## src/rtl/fp_arb_pkg.sv

```systemverilog
// rtl/fp_arb_pkg.sv - shared types and constants for the two-core divider arbiter
package fp_arb_pkg;

   typedef enum logic [2:0] {
      IDLE,
      ISSUE,
      WAIT_ACK,
      BUSY,
      RESP
   } arb_state_t;

   localparam logic [31:0] QNAN               = 32'h7FC0_0000;
   localparam int          WDOG_LIMIT_DEFAULT = 63;

endpackage

```

## src/rtl/fp_arb_rr2.sv

```systemverilog
// rtl/fp_arb_rr2.sv - two-way round-robin pick; on a tie the core that did not go last wins
module fp_arb_rr2 (
   input  logic [1:0] eligible,
   input  logic       last_gnt,
   output logic       winner,
   output logic       valid
);

   always_comb begin
      valid  = |eligible;
      winner = eligible[1];
      if (eligible == 2'b11) begin
         winner = ~last_gnt;
      end
   end

endmodule

```

## src/rtl/fp_div_arbiter.sv

```systemverilog
// rtl/fp_div_arbiter.sv - shares one FP divider between two cores with flush and watchdog abort
module fp_div_arbiter
   import fp_arb_pkg::*;
#(
   parameter int WDOG_LIMIT = WDOG_LIMIT_DEFAULT
) (
   input  logic        in_Clk,
   input  logic        in_Rst,
   input  logic        in_req0,
   input  logic        in_req1,
   input  logic [31:0] in_numA0,
   input  logic [31:0] in_numA1,
   input  logic [31:0] in_numB0,
   input  logic [31:0] in_numB1,
   input  logic        in_flush0,
   input  logic        in_flush1,
   output logic        out_stall0,
   output logic        out_stall1,
   output logic        out_done0,
   output logic        out_done1,
   output logic        out_err0,
   output logic        out_err1,
   output logic [31:0] out_result0,
   output logic [31:0] out_result1,
   output logic        out_div_start,
   output logic [31:0] out_div_numA,
   output logic [31:0] out_div_numB,
   input  logic        in_div_stall,
   input  logic [31:0] in_div_result
);

   localparam logic [5:0] WDOG_LAST = 6'(WDOG_LIMIT - 1);

   arb_state_t  state, state_d;
   logic        owner, last_gnt;
   logic [31:0] result_q;
   logic [5:0]  wdog_cnt;
   logic        err_q, cancel_q;
   logic [1:0]  eligible;
   logic        rr_winner, rr_valid;
   logic        flush_owner, wdog_hit, resp_ok;

   assign eligible = {in_req1 & ~in_flush1, in_req0 & ~in_flush0};

   fp_arb_rr2 u_rr (
      .eligible (eligible),
      .last_gnt (last_gnt),
      .winner   (rr_winner),
      .valid    (rr_valid)
   );

   always_comb begin
      state_d       = state;
      out_div_start = 1'b0;
      flush_owner   = owner ? in_flush1 : in_flush0;
      wdog_hit      = in_div_stall && (wdog_cnt == WDOG_LAST);
      case (state)
         IDLE:     if (rr_valid) state_d = ISSUE;
         ISSUE: begin
            out_div_start = 1'b1;
            state_d       = WAIT_ACK;
         end
         WAIT_ACK: state_d = BUSY;
         BUSY:     if (!in_div_stall || wdog_hit) state_d = RESP;
         RESP:     state_d = IDLE;
         default:  state_d = IDLE;
      endcase
      // A flush landing on the RESP cycle itself must still swallow the result
      resp_ok     = (state == RESP) && !cancel_q && !flush_owner;
      out_done0   = resp_ok && !owner;
      out_done1   = resp_ok && owner;
      out_err0    = out_done0 && err_q;
      out_err1    = out_done1 && err_q;
      out_result0 = out_done0 ? result_q : 32'h0;
      out_result1 = out_done1 ? result_q : 32'h0;
      out_stall0  = in_req0 && !out_done0;
      out_stall1  = in_req1 && !out_done1;
   end

   always_ff @(posedge in_Clk or posedge in_Rst) begin
      if (in_Rst) begin
         state        <= IDLE;
         owner        <= 1'b0;
         last_gnt     <= 1'b1;
         out_div_numA <= 32'h0;
         out_div_numB <= 32'h0;
         result_q     <= 32'h0;
         wdog_cnt     <= 6'd0;
         err_q        <= 1'b0;
         cancel_q     <= 1'b0;
      end else begin
         state <= state_d;
         if ((state == ISSUE || state == WAIT_ACK || state == BUSY) && flush_owner) begin
            cancel_q <= 1'b1;
         end
         case (state)
            IDLE: begin
               if (rr_valid) begin
                  owner        <= rr_winner;
                  out_div_numA <= rr_winner ? in_numA1 : in_numA0;
                  out_div_numB <= rr_winner ? in_numB1 : in_numB0;
               end
            end
            BUSY: begin
               if (!in_div_stall) begin
                  result_q <= in_div_result;
               end else begin
                  wdog_cnt <= wdog_cnt + 6'd1;
                  if (wdog_hit) begin
                     result_q <= QNAN;
                     err_q    <= 1'b1;
                  end
               end
            end
            RESP: begin
               last_gnt <= owner;
               wdog_cnt <= 6'd0;
               err_q    <= 1'b0;
               cancel_q <= 1'b0;
            end
            default: ;
         endcase
      end
   end

endmodule

```

## config.mk

```make
export PLATFORM = sky130hd
export DESIGN_NAME = fp_div_arbiter
export DESIGN_NICKNAME = d
export VERILOG_FILES = /design/src/rtl/fp_arb_pkg.sv /design/src/rtl/fp_arb_rr2.sv /design/src/rtl/fp_div_arbiter.sv
export SDC_FILE = /design/constraint.sdc
export NUM_CORES = 1
export LEC_CHECK = 0
export CORE_ASPECT_RATIO = 0.7
export CORE_MARGIN = 5
export CORE_UTILIZATION = 41
export DETAILED_ROUTE_END_ITERATION = 10
export MAX_ROUTING_LAYER = met4
export PLACE_DENSITY = 0.84
export SYNTH_ARGS = -nofsm -noshare
export SYNTH_HDL_FRONTEND = slang
export SYNTH_SLANG_ARGS = --single-unit
```

## constraint.sdc

```tcl
create_clock -name in_Clk -period 10.7 [get_ports in_Clk]
set_input_delay 2.14 -clock in_Clk [delete_from_list [all_inputs] [get_ports in_Clk]]
set_output_delay 2.14 -clock in_Clk [all_outputs]
set_load 0.02 [all_outputs]
```

# [Yosys cells after proc, flatten, opt, wreduce, memory -nomap -nowiden]
# Index checks and enable logic that the tools add are counted.
# Widths: inputs -> output; s select.
[word_totals] inputBits=167 rom_bits=0 register_bits=109 mem_count=0 latch_bits=0 word_cells=73 ram_bits=0 output_inout_bits=135
[classes] magnitude_cmp=0 muxes=19 div_mod_pow=0 addsub=1 bitwise_logic=5 eq_ne=11 mul=0 shifts=0 reduce_logical=28
[ops] operator="$mux 32" n=6
[ops] operator="$pmux 3 s4" n=1
[ops] operator="$pmux 6 s2" n=1
[ops] operator="$logic_and 1x1->1" n=10
[ops] operator="$ne 2x2->1 const B" n=4
[ops] operator="$reduce_and 2->1" n=4
[ops] operator="$mux 1" n=7
[ops] operator="$add 6x1->6 const B" n=1
[ops] operator="$eq 3x2->1 const B" n=2
[ops] operator="$eq 6x6->1 const B" n=1
[ops] operator="$logic_not 1->1" n=6
[ops] operator="$mux 3" n=2
[ops] operator="$mux 6" n=1
[ops] operator="$reduce_bool 2->1" n=2
[ops] operator="$eq 3x1->1 const B" n=1
[ops] operator="$eq 3x3->1 const B" n=1
[ops] operator="$logic_not 3->1" n=1
[ops] operator="$logic_or 1x1->1" n=3
[ops] operator="$not 1->1" n=3
[ops] operator="$reduce_and 3->1" n=1
[ops] operator="$and 1x1->1" n=2
[ops] operator="$eq 2x2->1 const B" n=1
[ops] operator="$ne 2x1->1 const B" n=1
[ops] operator="$pmux 1 s2" n=1
[ops] operator="$reduce_or 2->1" n=1

# [Longest topological paths before layout]
[depth] ltp_word=6 depth_mapped=7 ltp_nobuf=7

# [Cells and area by module]
# From an unflattened synthesis, not the netlist that was laid out.
[hier_totals] hier_cells=566 area_unflattened_um2=5501.5
[by_module_without_submodules] mod="fp_div_arbiter" seq_area_each_um2=2728.9 area_per_inst_um2=5487.8 cells_each=564 n_inst=1
[by_module_without_submodules] mod="fp_arb_rr2" seq_area_each_um2=0.0 area_per_inst_um2=13.8 cells_each=2 n_inst=1

# [Worst setup path before layout]
# No wires, ideal clock.
[synth_path] path_kind="input -> output" start="in in_flush0" end="out out_result0[22]" slack_ns=5.398 path_stages=3 arrival_ns=3.162 path_cell_list="nor4_4 -> clkbuf_1 -> and2_1"
[synth_via] elab_chain_cells=5
[synth_rtl] item="start, declared" line="fp_div_arbiter.sv:15" source="input logic in_flush0,"
[synth_rtl] item="$mux 1" line="fp_div_arbiter.sv:55" source="flush_owner = owner ? in_flush1 : in_flush0;"
[synth_rtl] item="$logic_not 1->1" line="fp_div_arbiter.sv:69" source="resp_ok = (state == RESP) && !cancel_q && !flush_owner;"
[synth_rtl] item="$logic_and 1x1->1" line="fp_div_arbiter.sv:69"
[synth_rtl] item="$logic_and 1x1->1" line="fp_div_arbiter.sv:70" source="out_done0 = resp_ok && !owner;"
[synth_rtl] item="via out_done0" line="fp_div_arbiter.sv:19" source="output logic out_done0,"
[synth_rtl] item="$mux 32" line="fp_div_arbiter.sv:74" source="out_result0 = out_done0 ? result_q : 32'h0;"
[synth_rtl] item="end, declared" line="fp_div_arbiter.sv:23" source="output logic [31:0] out_result0,"
# The timed path passes the listed nets, and every way through them passes these cells.

# [Worst setup path after layout]
[layout_path] start="in in_flush0" end="out out_result0[12]"
[layout_via] elab_chain_cells=5
[layout_rtl] item="$mux 1" line="fp_div_arbiter.sv:55"
[layout_rtl] item="$logic_not 1->1" line="fp_div_arbiter.sv:69"
[layout_rtl] item="$logic_and 1x1->1" line="fp_div_arbiter.sv:69"
[layout_rtl] item="$logic_and 1x1->1" line="fp_div_arbiter.sv:70"
[layout_rtl] item="$mux 32" line="fp_div_arbiter.sv:74"
# No other way between the ends.

==> results by group <==
Clock tree
  • CTS tree: built
  • Worst-Skew Late Latency: 0.34 ns
  • CTS resizes: 0
  • Total CTS buffers: 9
  • Post-CTS setup buffers: 0
  • H-tree Lvls: 3
  • CTS hold repair buffers: 0
  • Clock Pin Slew Worst Setup and Hold Paths: 0.07 ns
  • CTS sink cnt: 109
  • CTS Buffer Depth: 2
  • Root Buffer Master: clkbuf_16

Global route
  • Initial antenna violation count: 0
  • Total GRT Usage: 0.232
  • Grt total ovfl: 0
  • First-pass GRT wire length: 27100 µm
  • Vias in the first global route: 5087
  • Largest net degree at the start of global routing: 130

STA
  • RSZ-0062 raised after global routing: false
  • Slew margin rel.: 0.155
  • Final setup TNS: 0 ns
  • # setup viols final: 0
  • Final hold viol count: 0
  • Worst Skew: 0.00919 ns
  • Final period utilization: 0.603
  • Max frequency: 0.155 GHz
  • Final worst path period need: 6.45 ns
  • Worst-margin pin slew: 1.27 ns
  • Slew Limit Fails: 0
  • Worst hold margin: 0.484 ns

Critical path
  • Worst R2R Setup Slack: 8.42 ns
  • CP Class: in -> out
  • Critical Path End: out_result0[12]
  • Max FO, Critical Path: 24
  • Startpoint types: primary input
  • Worst Reg-to-Reg Cells: 7
  • Critical path origin: in_flush0
  • FF-to-FF End: result_q[30]$_DFFE_PP0P_
  • Endpoint class of the critical path: output pin
  • Crit path DAT: 4.31 ns
  • Reg-to-reg startpoint: wdog_cnt[0]$_DFFE_PP0P_
  • Critical path data required time: 8.56 ns

Logic synthesis
  • #FFs+latches synth: 109
  • Most frequent cells after synthesis: nand2_1 (136), dfrtp_1 (108), nor2_1 (72), and2_1 (68), a31oi_1 (64)
  • Yosys warns: 0
  • Largest cells by area after synthesis: dfrtp_1 (52%), nand2_1 (9.9%), and2_1 (8.2%)
  • Cells after Synth: 567
  • Complex-gate fraction of the synthesized area: 0.148
  • Seq/Total Area, Yosys: 0.528
  • Syn_area_per_cell: 9.11 µm²
  • Top cell type's share of synthesized area: 0.523
  • Post-synth EDFFs: 0
  • Yosys cell types: 36
  • Xor and xnor area share after synthesis: 0.00509
  • Simple-gate share of the synthesized area: 0.269
  • Area leader, netlist: dfrtp_1
  • Largest family of logic cells by synthesized area: simple AND/OR/NAND/NOR gates
  • Post-Synthesis Net Count: 736
  • Ys flop type: dfrtp_1
  • Ys async rst share: 1.00
  • Synthesized cell area: 5160 µm²
  • Count leader, synth: nand2_1
  • Mux cell area share after synthesis: 0.00412
  • Synth Area in Adders: 0.00485

Routing
  • Residual DRC count: 0
  • Via count: 5124
  • Detailed Routing Iterations Pass 1: 5
  • Wire per inst: 17.3 µm
  • DR iter-0 viols: 201
  • Vias per inst: 5.07
  • Post-DRT Antenna Nets: 0
  • Routed WL: 17400 µm

Power and ir drop
  • Power Density: 225 nW/µm²
  • Power, Total: 1.93 mW
  • Leak pwr: 3.54 nW
  • Maximum vdd drop: 150 µV

Die
  • Die Wd: 144 µm
  • Initial Utilization: 0.417
  • Die area: 15000 µm²
  • I/O pins: 302
  • Core area: 12400 µm²
  • Row cnt: 34
  • Die Ht: 104 µm

Cells and area
  • ANT cells: 0
  • Syn-to-layout area delta: 65.7%
  • Share of cells above drive strength 1: 0.0400
  • Layout fillers: 912
  • Net count, final: 1013

Placement
  • # port buffers: 301
  • Detailed placement HPWL: 13000 µm
  • Routability cong.: 0.836

Run
  • Max-cap viol count: 0

Status
  • Status: completed

Worst hold path
  • HP Class: reg -> reg
-- area by class of cell --
type / instances / area (µm²) / area share
Tap cell: 162 / 203 / 0.0237
Inverter: 4 / 17.5 / 0.00205
Multi-Input combinational cell: 414 / 2230 / 0.261
Clock buffer: 10 / 239 / 0.0279
Sequential cell: 109 / 2730 / 0.319
Clock inverter: 6 / 68.8 / 0.00804
Timing Repair Buffer: 306 / 3070 / 0.358
-- routing by layer --
layer | track usage | vias to the layer above | wire length, µm
met5 | - | - | 0
met4 | 0.0699 | 0 | 503
met3 | 0.0616 | 39 | 1460
met2 | 0.383 | 212 | 8590
met1 | 0.279 | 2418 | 6890
li1 | - | 2455 | -
-- how the worst min path moves through the flow --
stage / from / to / slack (ns) / depth (start not counted)
6_report: last_gnt$_DFFE_PP1N_ / last_gnt$_DFFE_PP1N_ / 0.48 / 2
5_1_grt: last_gnt$_DFFE_PP1N_ / last_gnt$_DFFE_PP1N_ / 0.52 / 2
4_1_cts: last_gnt$_DFFE_PP1N_ / last_gnt$_DFFE_PP1N_ / 0.48 / 2
3_5_place_dp: last_gnt$_DFFE_PP1N_ / last_gnt$_DFFE_PP1N_ / 0.47 / 2
3_3_place_gp: last_gnt$_DFFE_PP1N_ / last_gnt$_DFFE_PP1N_ / 0.45 / 2
2_1_floorplan: last_gnt$_DFFE_PP1N_ / last_gnt$_DFFE_PP1N_ / 0.44 / 2
-- power by group --
part / switching, mW / internal, mW / leakage (nW)
registers: 0.141 / 0.609 / 1.26
clock network: 0.149 / 0.190 / 0.149
logic: 0.423 / 0.415 / 2.13
total: 0.713 / 1.21 / 3.54
-- worst max-delay path, stage by stage --
cell and delay [ns]:
clkdlybuf4s50_1 0.49, nor4_4 0.64, buf_8 0.25, and2_1 0.16, clkdlybuf4s50_1 0.63
-- flip-flops by register name, indices dropped and copies added, names as in the netlist --
name          cells
out_div_numA     32
out_div_numB     32
result_q         32
wdog_cnt          6
state             3
cancel_q          1
err_q             1
last_gnt          1
owner             1
-- placed cells by master, fill, tap and decap left out, types with 4 or more instances in the layout --
cell	netlist	layout
clkdlybuf4s50_1	0	301
nand2_1	136	135
dfrtp_1	108	108
nor2_1	72	72
and2_1	68	67
a31oi_1	64	64
a22o_1	23	23
o22a_1	9	9
clkbuf_16	0	9
o21ai_0	6	6
nor2b_1	4	4
nand3_1	4	4
nor3_1	5	4
-- cells by family (layout without fill, tap and decap cells) --
logic type      after synthesis  after routing
simple gates                300            300
flops                       109            109
compound gates              107            107
buf+inv                      44            326
xor+xnor                      3              3
fa+ha+maj                     2              2
mux                           2              2
-- through the flow --
stage / instances / cell area, µm² / utilization / setup slack [ns]
3_3_place_gp: 993 / 8220 / 0.664 / 3.98
4_1_cts: 1009 / 8530 / 0.689 / 3.81
3_5_place_dp: 993 / 8220 / 0.664 / 3.81
2_1_floorplan: 567 / 5160 / - / 5.40
6_report: 1011 / 8560 / 0.691 / 4.25
5_1_grt: 1011 / 8560 / 0.691 / 4.17
Note: power is estimated with default switching activity, not from simulation.
